## config.mk

```make
export PLATFORM = sky130hd
export DESIGN_NAME = forwarding_hazard_unit_flat
export DESIGN_NICKNAME = d
export VERILOG_FILES = /design/src/rtl/forwarding_hazard_unit_pkg.sv /design/src/rtl/forwarding_hazard_unit_if.sv /design/src/rtl/forwarding_hazard_unit_fwd_select.sv /design/src/rtl/forwarding_hazard_unit.sv /design/src/flat_wrapper.sv
export SDC_FILE = /design/constraint.sdc
export NUM_CORES = 1
export LEC_CHECK = 0
export BUFFER_PORTS_ARGS = -buffer_cell sky130_fd_sc_hd__buf_2
export CORE_UTILIZATION = 55
export CTS_CLUSTER_DIAMETER = 30
export CTS_CLUSTER_SIZE = 16
export DETAILED_ROUTE_END_ITERATION = 12
export HOLD_SLACK_MARGIN = 0.1
export PLACE_DENSITY = 0.83
export SLEW_MARGIN = 25
export SYNTH_ARGS = -nofsm -noshare
export SYNTH_HDL_FRONTEND = slang
export SYNTH_SLANG_ARGS = --single-unit
```

## constraint.sdc

```tcl
create_clock -name clk -period 3.6 [get_ports clk]
set_clock_uncertainty 0.15 [all_clocks]
set_input_delay 0.36 -clock clk [delete_from_list [all_inputs] [get_ports clk]]
set_output_delay 0.36 -clock clk [all_outputs]
set_load 0.02 [all_outputs]
```

## src/rtl/forwarding_hazard_unit_pkg.sv

```systemverilog
// Shared pipeline definitions: forward-select codes and hazard FSM states.
// Imported by the interface, the per-source selector and the top.
package forwarding_hazard_unit_pkg;

   localparam logic [1:0] FWD_RF     = 2'b00;
   localparam logic [1:0] FWD_MEM_WB = 2'b01;
   localparam logic [1:0] FWD_EX_MEM = 2'b10;
   localparam logic [1:0] FWD_ID_EX  = 2'b11;

   typedef enum logic [1:0] {
      ST_RUN      = 2'b00,
      ST_MEM_WAIT = 2'b01,
      ST_ERROR    = 2'b10
   } state_t;

endpackage

```

## src/rtl/forwarding_hazard_unit_if.sv

```systemverilog
// Bundle between the pipeline datapath (master) and the forwarding/hazard unit (slave).
// All signals are level-sensitive per cycle; there is no valid/ready handshake on this bus.
interface forwarding_hazard_unit_if
   import forwarding_hazard_unit_pkg::*;
#(
   parameter int RBITS = 5,
   parameter int FBITS = 2,
   parameter int NSRC  = 2,
   parameter int CBITS = 16
);
   logic [NSRC*RBITS-1:0] ID_src;
   logic [NSRC-1:0]       ID_src_used;
   logic [RBITS-1:0]      ID_EX_rd;
   logic [RBITS-1:0]      EX_MEM_rd;
   logic [RBITS-1:0]      MEM_WB_rd;
   logic                  ID_EX_regwrite;
   logic                  EX_MEM_regwrite;
   logic                  MEM_WB_regwrite;
   logic                  ID_EX_memread;
   logic                  EX_MEM_memread;
   logic                  EX_MEM_memwrite;
   logic                  dmem_ready;
   logic                  flush;
   logic                  cnt_clear;

   logic [NSRC*FBITS-1:0] forward;
   logic                  pc_hold;
   logic                  if_id_hold;
   logic                  id_ex_bubble;
   logic                  pipe_freeze;
   logic                  mem_err;
   logic [CBITS-1:0]      stall_cnt;
   state_t                fsm_state;

   modport master (
      output ID_src, ID_src_used, ID_EX_rd, EX_MEM_rd, MEM_WB_rd,
             ID_EX_regwrite, EX_MEM_regwrite, MEM_WB_regwrite,
             ID_EX_memread, EX_MEM_memread, EX_MEM_memwrite,
             dmem_ready, flush, cnt_clear,
      input  forward, pc_hold, if_id_hold, id_ex_bubble, pipe_freeze,
             mem_err, stall_cnt, fsm_state
   );

   modport slave (
      input  ID_src, ID_src_used, ID_EX_rd, EX_MEM_rd, MEM_WB_rd,
             ID_EX_regwrite, EX_MEM_regwrite, MEM_WB_regwrite,
             ID_EX_memread, EX_MEM_memread, EX_MEM_memwrite,
             dmem_ready, flush, cnt_clear,
      output forward, pc_hold, if_id_hold, id_ex_bubble, pipe_freeze,
             mem_err, stall_cnt, fsm_state
   );
endinterface

```

## src/rtl/forwarding_hazard_unit_fwd_select.sv

```systemverilog
// Forward-source selection and load-use detection for one ID-stage source operand.
// Purely combinational; the youngest matching stage wins.
module fwd_select
   import forwarding_hazard_unit_pkg::*;
#(
   parameter int RBITS = 5,
   parameter int FBITS = 2
) (
   input  logic [RBITS-1:0] src,
   input  logic             src_used,
   input  logic [RBITS-1:0] id_ex_rd,
   input  logic             id_ex_regwrite,
   input  logic             id_ex_memread,
   input  logic [RBITS-1:0] ex_mem_rd,
   input  logic             ex_mem_regwrite,
   input  logic             ex_mem_memread,
   input  logic [RBITS-1:0] mem_wb_rd,
   input  logic             mem_wb_regwrite,
   output logic [FBITS-1:0] fwd,
   output logic             load_use
);

   logic src_nz;
   logic hit_id_ex;
   logic hit_ex_mem;
   logic hit_mem_wb;

   always_comb begin
      src_nz     = (src != '0);
      hit_id_ex  = id_ex_regwrite  && (id_ex_rd  == src) && src_nz;
      hit_ex_mem = ex_mem_regwrite && (ex_mem_rd == src) && src_nz;
      hit_mem_wb = mem_wb_regwrite && (mem_wb_rd == src) && src_nz;

      fwd      = FBITS'(FWD_RF);
      load_use = 1'b0;
      if (hit_id_ex) begin
         fwd      = FBITS'(FWD_ID_EX);
         load_use = src_used && id_ex_memread;
      end else if (hit_ex_mem) begin
         fwd      = FBITS'(FWD_EX_MEM);
         load_use = src_used && ex_mem_memread;
      end else if (hit_mem_wb) begin
         fwd      = FBITS'(FWD_MEM_WB);
      end
   end

endmodule

```

## src/rtl/forwarding_hazard_unit.sv

```systemverilog
// Pipeline forwarding and hazard control: per-source forward selects, load-use stall,
// data-memory wait freeze with timeout, and a saturating stall-cycle counter.
module forwarding_hazard_unit
   import forwarding_hazard_unit_pkg::*;
#(
   parameter int RBITS   = 5,
   parameter int FBITS   = 2,
   parameter int NSRC    = 2,
   parameter int CBITS   = 16,
   parameter int TIMEOUT = 64
) (
   input logic clk,
   input logic rst_n,
   forwarding_hazard_unit_if.slave bus
);

   localparam int WBITS = (TIMEOUT > 2) ? $clog2(TIMEOUT) : 1;
   localparam logic [WBITS-1:0] WAIT_LAST = WBITS'(TIMEOUT - 1);

   logic [NSRC*FBITS-1:0] fwd_all;
   logic [NSRC-1:0]       load_k;
   logic                  hazard;

   for (genvar k = 0; k < NSRC; k++) begin : g_src
      fwd_select #(.RBITS(RBITS), .FBITS(FBITS)) u_fwd_select (
         .src             (bus.ID_src[k*RBITS +: RBITS]),
         .src_used        (bus.ID_src_used[k]),
         .id_ex_rd        (bus.ID_EX_rd),
         .id_ex_regwrite  (bus.ID_EX_regwrite),
         .id_ex_memread   (bus.ID_EX_memread),
         .ex_mem_rd       (bus.EX_MEM_rd),
         .ex_mem_regwrite (bus.EX_MEM_regwrite),
         .ex_mem_memread  (bus.EX_MEM_memread),
         .mem_wb_rd       (bus.MEM_WB_rd),
         .mem_wb_regwrite (bus.MEM_WB_regwrite),
         .fwd             (fwd_all[k*FBITS +: FBITS]),
         .load_use        (load_k[k])
      );
   end

   state_t           state_q, state_d;
   logic [WBITS-1:0] wait_q, wait_d;
   logic [CBITS-1:0] stall_cnt_q, stall_cnt_d;
   logic             mem_access;
   logic             freeze;
   logic             pc_hold;
   logic             if_id_hold;
   logic             id_ex_bubble;

   always_comb begin
      hazard     = |load_k;
      mem_access = bus.EX_MEM_memread | bus.EX_MEM_memwrite;
      state_d    = state_q;
      wait_d     = wait_q;
      freeze     = 1'b0;
      unique case (state_q)
         ST_RUN: begin
            if (mem_access && !bus.dmem_ready) begin
               freeze  = 1'b1;
               state_d = ST_MEM_WAIT;
               wait_d  = '0;
            end
         end
         ST_MEM_WAIT: begin
            if (bus.dmem_ready) begin
               state_d = ST_RUN;
            end else begin
               freeze = 1'b1;
               if (wait_q == WAIT_LAST) begin
                  state_d = ST_ERROR;
               end else begin
                  wait_d = wait_q + 1'b1;
               end
            end
         end
         ST_ERROR: begin
            freeze = 1'b1;
         end
         default: begin
            state_d = ST_RUN;
         end
      endcase
   end

   // Priority: freeze, then flush (kills the instruction, so its hazard is moot), then load-use.
   always_comb begin
      pc_hold      = 1'b0;
      if_id_hold   = 1'b0;
      id_ex_bubble = 1'b0;
      if (freeze) begin
         pc_hold    = 1'b1;
         if_id_hold = 1'b1;
      end else if (bus.flush) begin
         id_ex_bubble = 1'b1;
      end else if (hazard) begin
         pc_hold      = 1'b1;
         if_id_hold   = 1'b1;
         id_ex_bubble = 1'b1;
      end
   end

   always_comb begin
      stall_cnt_d = stall_cnt_q;
      if (bus.cnt_clear) begin
         stall_cnt_d = '0;
      end else if (pc_hold && (stall_cnt_q != '1)) begin
         stall_cnt_d = stall_cnt_q + 1'b1;
      end
   end

   always_ff @(posedge clk or negedge rst_n) begin
      if (!rst_n) begin
         state_q     <= ST_RUN;
         wait_q      <= '0;
         stall_cnt_q <= '0;
      end else begin
         state_q     <= state_d;
         wait_q      <= wait_d;
         stall_cnt_q <= stall_cnt_d;
      end
   end

   assign bus.forward      = fwd_all;
   assign bus.pc_hold      = pc_hold;
   assign bus.if_id_hold   = if_id_hold;
   assign bus.id_ex_bubble = id_ex_bubble;
   assign bus.pipe_freeze  = freeze;
   assign bus.mem_err      = (state_q == ST_ERROR);
   assign bus.stall_cnt    = stall_cnt_q;
   assign bus.fsm_state    = state_q;

endmodule

```

## src/flat_wrapper.sv

```systemverilog
// flat-port wrapper written by rule: the top's interface ports become plain ports
module forwarding_hazard_unit_flat import forwarding_hazard_unit_pkg::*;
#(
   parameter int RBITS   = 5,
   parameter int FBITS   = 2,
   parameter int NSRC    = 2,
   parameter int CBITS   = 16,
   parameter int TIMEOUT = 64
)
  (clk, rst_n, bus_ID_src, bus_ID_src_used, bus_ID_EX_rd, bus_EX_MEM_rd, bus_MEM_WB_rd, bus_ID_EX_regwrite, bus_EX_MEM_regwrite, bus_MEM_WB_regwrite, bus_ID_EX_memread, bus_EX_MEM_memread, bus_EX_MEM_memwrite, bus_dmem_ready, bus_flush, bus_cnt_clear, bus_forward, bus_pc_hold, bus_if_id_hold, bus_id_ex_bubble, bus_pipe_freeze, bus_mem_err, bus_stall_cnt, bus_fsm_state);
  forwarding_hazard_unit_if #(.RBITS(RBITS), .FBITS(FBITS), .NSRC(NSRC), .CBITS(CBITS)) bus_i ();
  input logic clk;
  input logic rst_n;
  input wire logic [$bits(bus_i.ID_src)-1:0] bus_ID_src;
  input wire logic [$bits(bus_i.ID_src_used)-1:0] bus_ID_src_used;
  input wire logic [$bits(bus_i.ID_EX_rd)-1:0] bus_ID_EX_rd;
  input wire logic [$bits(bus_i.EX_MEM_rd)-1:0] bus_EX_MEM_rd;
  input wire logic [$bits(bus_i.MEM_WB_rd)-1:0] bus_MEM_WB_rd;
  input wire logic [$bits(bus_i.ID_EX_regwrite)-1:0] bus_ID_EX_regwrite;
  input wire logic [$bits(bus_i.EX_MEM_regwrite)-1:0] bus_EX_MEM_regwrite;
  input wire logic [$bits(bus_i.MEM_WB_regwrite)-1:0] bus_MEM_WB_regwrite;
  input wire logic [$bits(bus_i.ID_EX_memread)-1:0] bus_ID_EX_memread;
  input wire logic [$bits(bus_i.EX_MEM_memread)-1:0] bus_EX_MEM_memread;
  input wire logic [$bits(bus_i.EX_MEM_memwrite)-1:0] bus_EX_MEM_memwrite;
  input wire logic [$bits(bus_i.dmem_ready)-1:0] bus_dmem_ready;
  input wire logic [$bits(bus_i.flush)-1:0] bus_flush;
  input wire logic [$bits(bus_i.cnt_clear)-1:0] bus_cnt_clear;
  output wire logic [$bits(bus_i.forward)-1:0] bus_forward;
  output wire logic [$bits(bus_i.pc_hold)-1:0] bus_pc_hold;
  output wire logic [$bits(bus_i.if_id_hold)-1:0] bus_if_id_hold;
  output wire logic [$bits(bus_i.id_ex_bubble)-1:0] bus_id_ex_bubble;
  output wire logic [$bits(bus_i.pipe_freeze)-1:0] bus_pipe_freeze;
  output wire logic [$bits(bus_i.mem_err)-1:0] bus_mem_err;
  output wire logic [$bits(bus_i.stall_cnt)-1:0] bus_stall_cnt;
  output wire logic [$bits(bus_i.fsm_state)-1:0] bus_fsm_state;
  assign bus_i.ID_src = bus_ID_src;
  assign bus_i.ID_src_used = bus_ID_src_used;
  assign bus_i.ID_EX_rd = bus_ID_EX_rd;
  assign bus_i.EX_MEM_rd = bus_EX_MEM_rd;
  assign bus_i.MEM_WB_rd = bus_MEM_WB_rd;
  assign bus_i.ID_EX_regwrite = bus_ID_EX_regwrite;
  assign bus_i.EX_MEM_regwrite = bus_EX_MEM_regwrite;
  assign bus_i.MEM_WB_regwrite = bus_MEM_WB_regwrite;
  assign bus_i.ID_EX_memread = bus_ID_EX_memread;
  assign bus_i.EX_MEM_memread = bus_EX_MEM_memread;
  assign bus_i.EX_MEM_memwrite = bus_EX_MEM_memwrite;
  assign bus_i.dmem_ready = bus_dmem_ready;
  assign bus_i.flush = bus_flush;
  assign bus_i.cnt_clear = bus_cnt_clear;
  assign bus_forward = bus_i.forward;
  assign bus_pc_hold = bus_i.pc_hold;
  assign bus_if_id_hold = bus_i.if_id_hold;
  assign bus_id_ex_bubble = bus_i.id_ex_bubble;
  assign bus_pipe_freeze = bus_i.pipe_freeze;
  assign bus_mem_err = bus_i.mem_err;
  assign bus_stall_cnt = bus_i.stall_cnt;
  assign bus_fsm_state = bus_i.fsm_state;
  forwarding_hazard_unit #(.RBITS(RBITS), .FBITS(FBITS), .NSRC(NSRC), .CBITS(CBITS), .TIMEOUT(TIMEOUT)) u_core (.clk(clk), .rst_n(rst_n), .bus(bus_i));
endmodule
```

==> metrics <==
final instance area=2500 sq um; CTS tree=yes; Synth Area in Compound Gates=0.165; initial antenna violation count=0; Synth area leader=dfrtp_1; Synth Register Bits=24; mux contribution to synthesized area=0.0827; Synth area leaders=dfrtp_1 (28%), xnor2_1 (9.5%), a21oi_1 (4.7%); CORE AREA=3690 sq um; crit path launch type=register; RSZ-0062 raised after global routing=no; H-Tree Depth=1; Clk pin slew, worst setup/hold paths=80 ps; Period minus WS final=2830 ps; Multi-input gate area=1440 sq um; post-place instance area=2450 sq um; port bufs=64; DRT Pass-1 Iters=4; DR DRC count=0; clk_lat worst skew=260 ps; Routed Antenna Nets=0; R2R Path End=u_core.bus.stall_cnt[12]; Post-synth top cells=dfrtp_1 (24), xnor2_1 (23), a21oi_1 (20), nand2_1 (20), nand3_1 (20); synth unique cells=50; reg-to-reg setup timing slack=770 ps; DR WL/cell=14.2 microns; FF-to-FF path depth=8; xor and xnor area share after synthesis=0.132; global-route wire length before repair=8540 microns; Post-Route M1 WL=2360 microns; DP HPWL=3950 microns; cells after synthesis=251; Final Util=0.677; Syn-to-layout area delta=17.9%; critical path peak fanout=11; mean post-synth cell area=8.44 sq um; final worst setup slack=766 ps; hold path endpoint=u_core.bus.fsm_state[1]; Setup CP Type=register to register; FILL cells=336; EDFF count, synth=0; share of cells above drive strength 1=0.266; register area share after synthesis=0.284; P_leak=1.24 nW; YS warnings=0; DP Worst Slack=680 ps; Final Hold Viols=0; Arrival @ worst endpoint=2840 ps; Tot GR Track Use=0.259; power density of the placed cells=244 nW/um^2; DR vias=2,082; nets@finish=350; io pins=65; Primary FF master, synth=dfrtp_1; WP data required=3600 ps; hold wc startpoint=bus_dmem_ready; largest net degree at the start of global routing=32; Post-Synth Simple-Gate Area=0.287; initial core utilization=0.574; vias per cell=5.85; Die X=64.1 microns; reg-to-reg critical path startpoint=u_core.bus.stall_cnt[0]; die height=64.1 microns; CP Capture Type=register; asr flop ratio synth=1.00; clk buf depth=2; n_diodes=0; Reg area=601 sq um; Fmax=353 MHz; max-slew violations=0; Hold Path Class=input port to register; total wire length=5060 microns; vias in the first global route=1,901; Worst Tran Pin Value=567 ps; Iter 0 DRT Violations=136; clock root cell=clkbuf_8; Mapped Nets=291; most frequent cell after synthesis=dfrtp_1; die area=4100 sq um; largest family of logic cells by synthesized area=simple AND/OR/NAND/NOR gates; Max-Slew Margin vs Limit=0.622; GP Congestion=0.838; Hold Path Stages=3; Congestion Overflow GR=0; Clock Sinks=24; # rows=22; max-cap violations=0; highest metal used=met4; setup TNS=0 ps; Synth top area share=0.284; metal2 WL=2350 microns; Peak VDD IR=0.000115 V; adder-cell share of the synthesized area=0.0118; CTS Buf Count=3; met3 WL=273 microns; final setup fails=0; status=finished, final reports clean; Mapped Area=2120 sq um; post-route clock period utilization=0.787
## worst max-delay path, cell delays in order, from the launching register on
cell and delay, ps:
dfrtp_1 430, ha_1 210, nand3_2 160, nor4_4 410, a31oi_2 210, and2_1 290
nand2_1 330, o221ai_1 200, mux2_1 330
## cell usage in the layout (no fill, tap or decap), types with 3 or more instances in the layout
cell type,synthesis,routed
a31oi_1,6,6
mux2i_1,7,7
nor3_1,4,4
nor4_1,8,8
nor2b_1,9,9
mux2_2,3,3
nand4_1,5,5
xor2_1,9,9
nor2_1,16,16
xnor2_1,23,23
nand2b_1,7,7
nand2_1,20,20
a21o_1,3,3
and3_1,8,8
a22o_1,3,3
dfrtp_1,24,24
clkbuf_8,0,3
nand3_1,20,20
inv_1,5,5
buf_2,0,64
mux2_1,5,5
a21oi_1,20,20
## sequential cells by signal, indices dropped and copies added (netlist names)
register              flops
u_core.bus.fsm_state      2
u_core.bus.stall_cnt     16
u_core.wait_q             6
## how the worst max path moves through the flow
stage	startpoint	cells after the start	slack, ps	to
after detailed placement	bus_ID_src[0]	8	680	u_core.bus.stall_cnt[4]
after global placement	bus_ID_src[0]	8	710	u_core.bus.stall_cnt[4]
after global routing	u_core.bus.stall_cnt[0]	8	540	u_core.bus.stall_cnt[12]
after floorplan	u_core.bus.stall_cnt[0]	10	940	u_core.bus.stall_cnt[12]
final	u_core.bus.stall_cnt[0]	8	770	u_core.bus.stall_cnt[12]
after CTS	u_core.bus.stall_cnt[0]	8	770	u_core.bus.stall_cnt[12]
## routing by layer
metal / track usage / up-vias
li1: - / 1028
met3: 0.0393 / 14
met5: 0 / -
met2: 0.422 / 79
met1: 0.356 / 961
met4: 0.0682 / 0
## power by group
part / internal (mW) / switching [mW] / leakage [nW]
Combinational: 0.0703 / 0.0838 / 0.884
Sequential: 0.280 / 0.0149 / 0.330
Clock: 0.0749 / 0.0856 / 0.0216
Total: 0.425 / 0.184 / 1.24
## stage by stage
step | hold WS (ps) | std cells | total power, mW
after floorplan | -85.6 | 251 | 0.393
after global placement | 228 | 352 | 0.449
after detailed placement | 236 | 352 | 0.453
after CTS | 382 | 356 | 0.614
after global routing | 388 | 356 | 0.645
final | 378 | 356 | 0.610
## layout make-up
cell class | instances | area share
multi-input cells | 210 | 0.576
flip-flops and latches | 24 | 0.240
inverters | 5 | 0.00752
clock buffers | 3 | 0.0165
well taps | 48 | 0.0240
repair buffers | 66 | 0.135
## cells by family (layout without fill, tap and decap cells)
kind of cell             count (synthesis)  count (layout)
XOR/XNOR                                32              32
flip-flops                              24              24
adder cells (fa/ha/maj)                  2               2
buffers and inverters                   17              74
AND/OR/NAND/NOR                        110             110
AO/OA/AOI/OAI                           50              50
multiplexers                            16              16
## timing repair
| item | in CTS | in global routing |
|---|---|---|
| gates resized for setup | 0 | 0 |
| buffers inserted | 0 | 0 |
| hold buffers | 1 | 0 |
| hold endpoints to repair | 24 | 0 |
(Power assumes the default switching activity.)
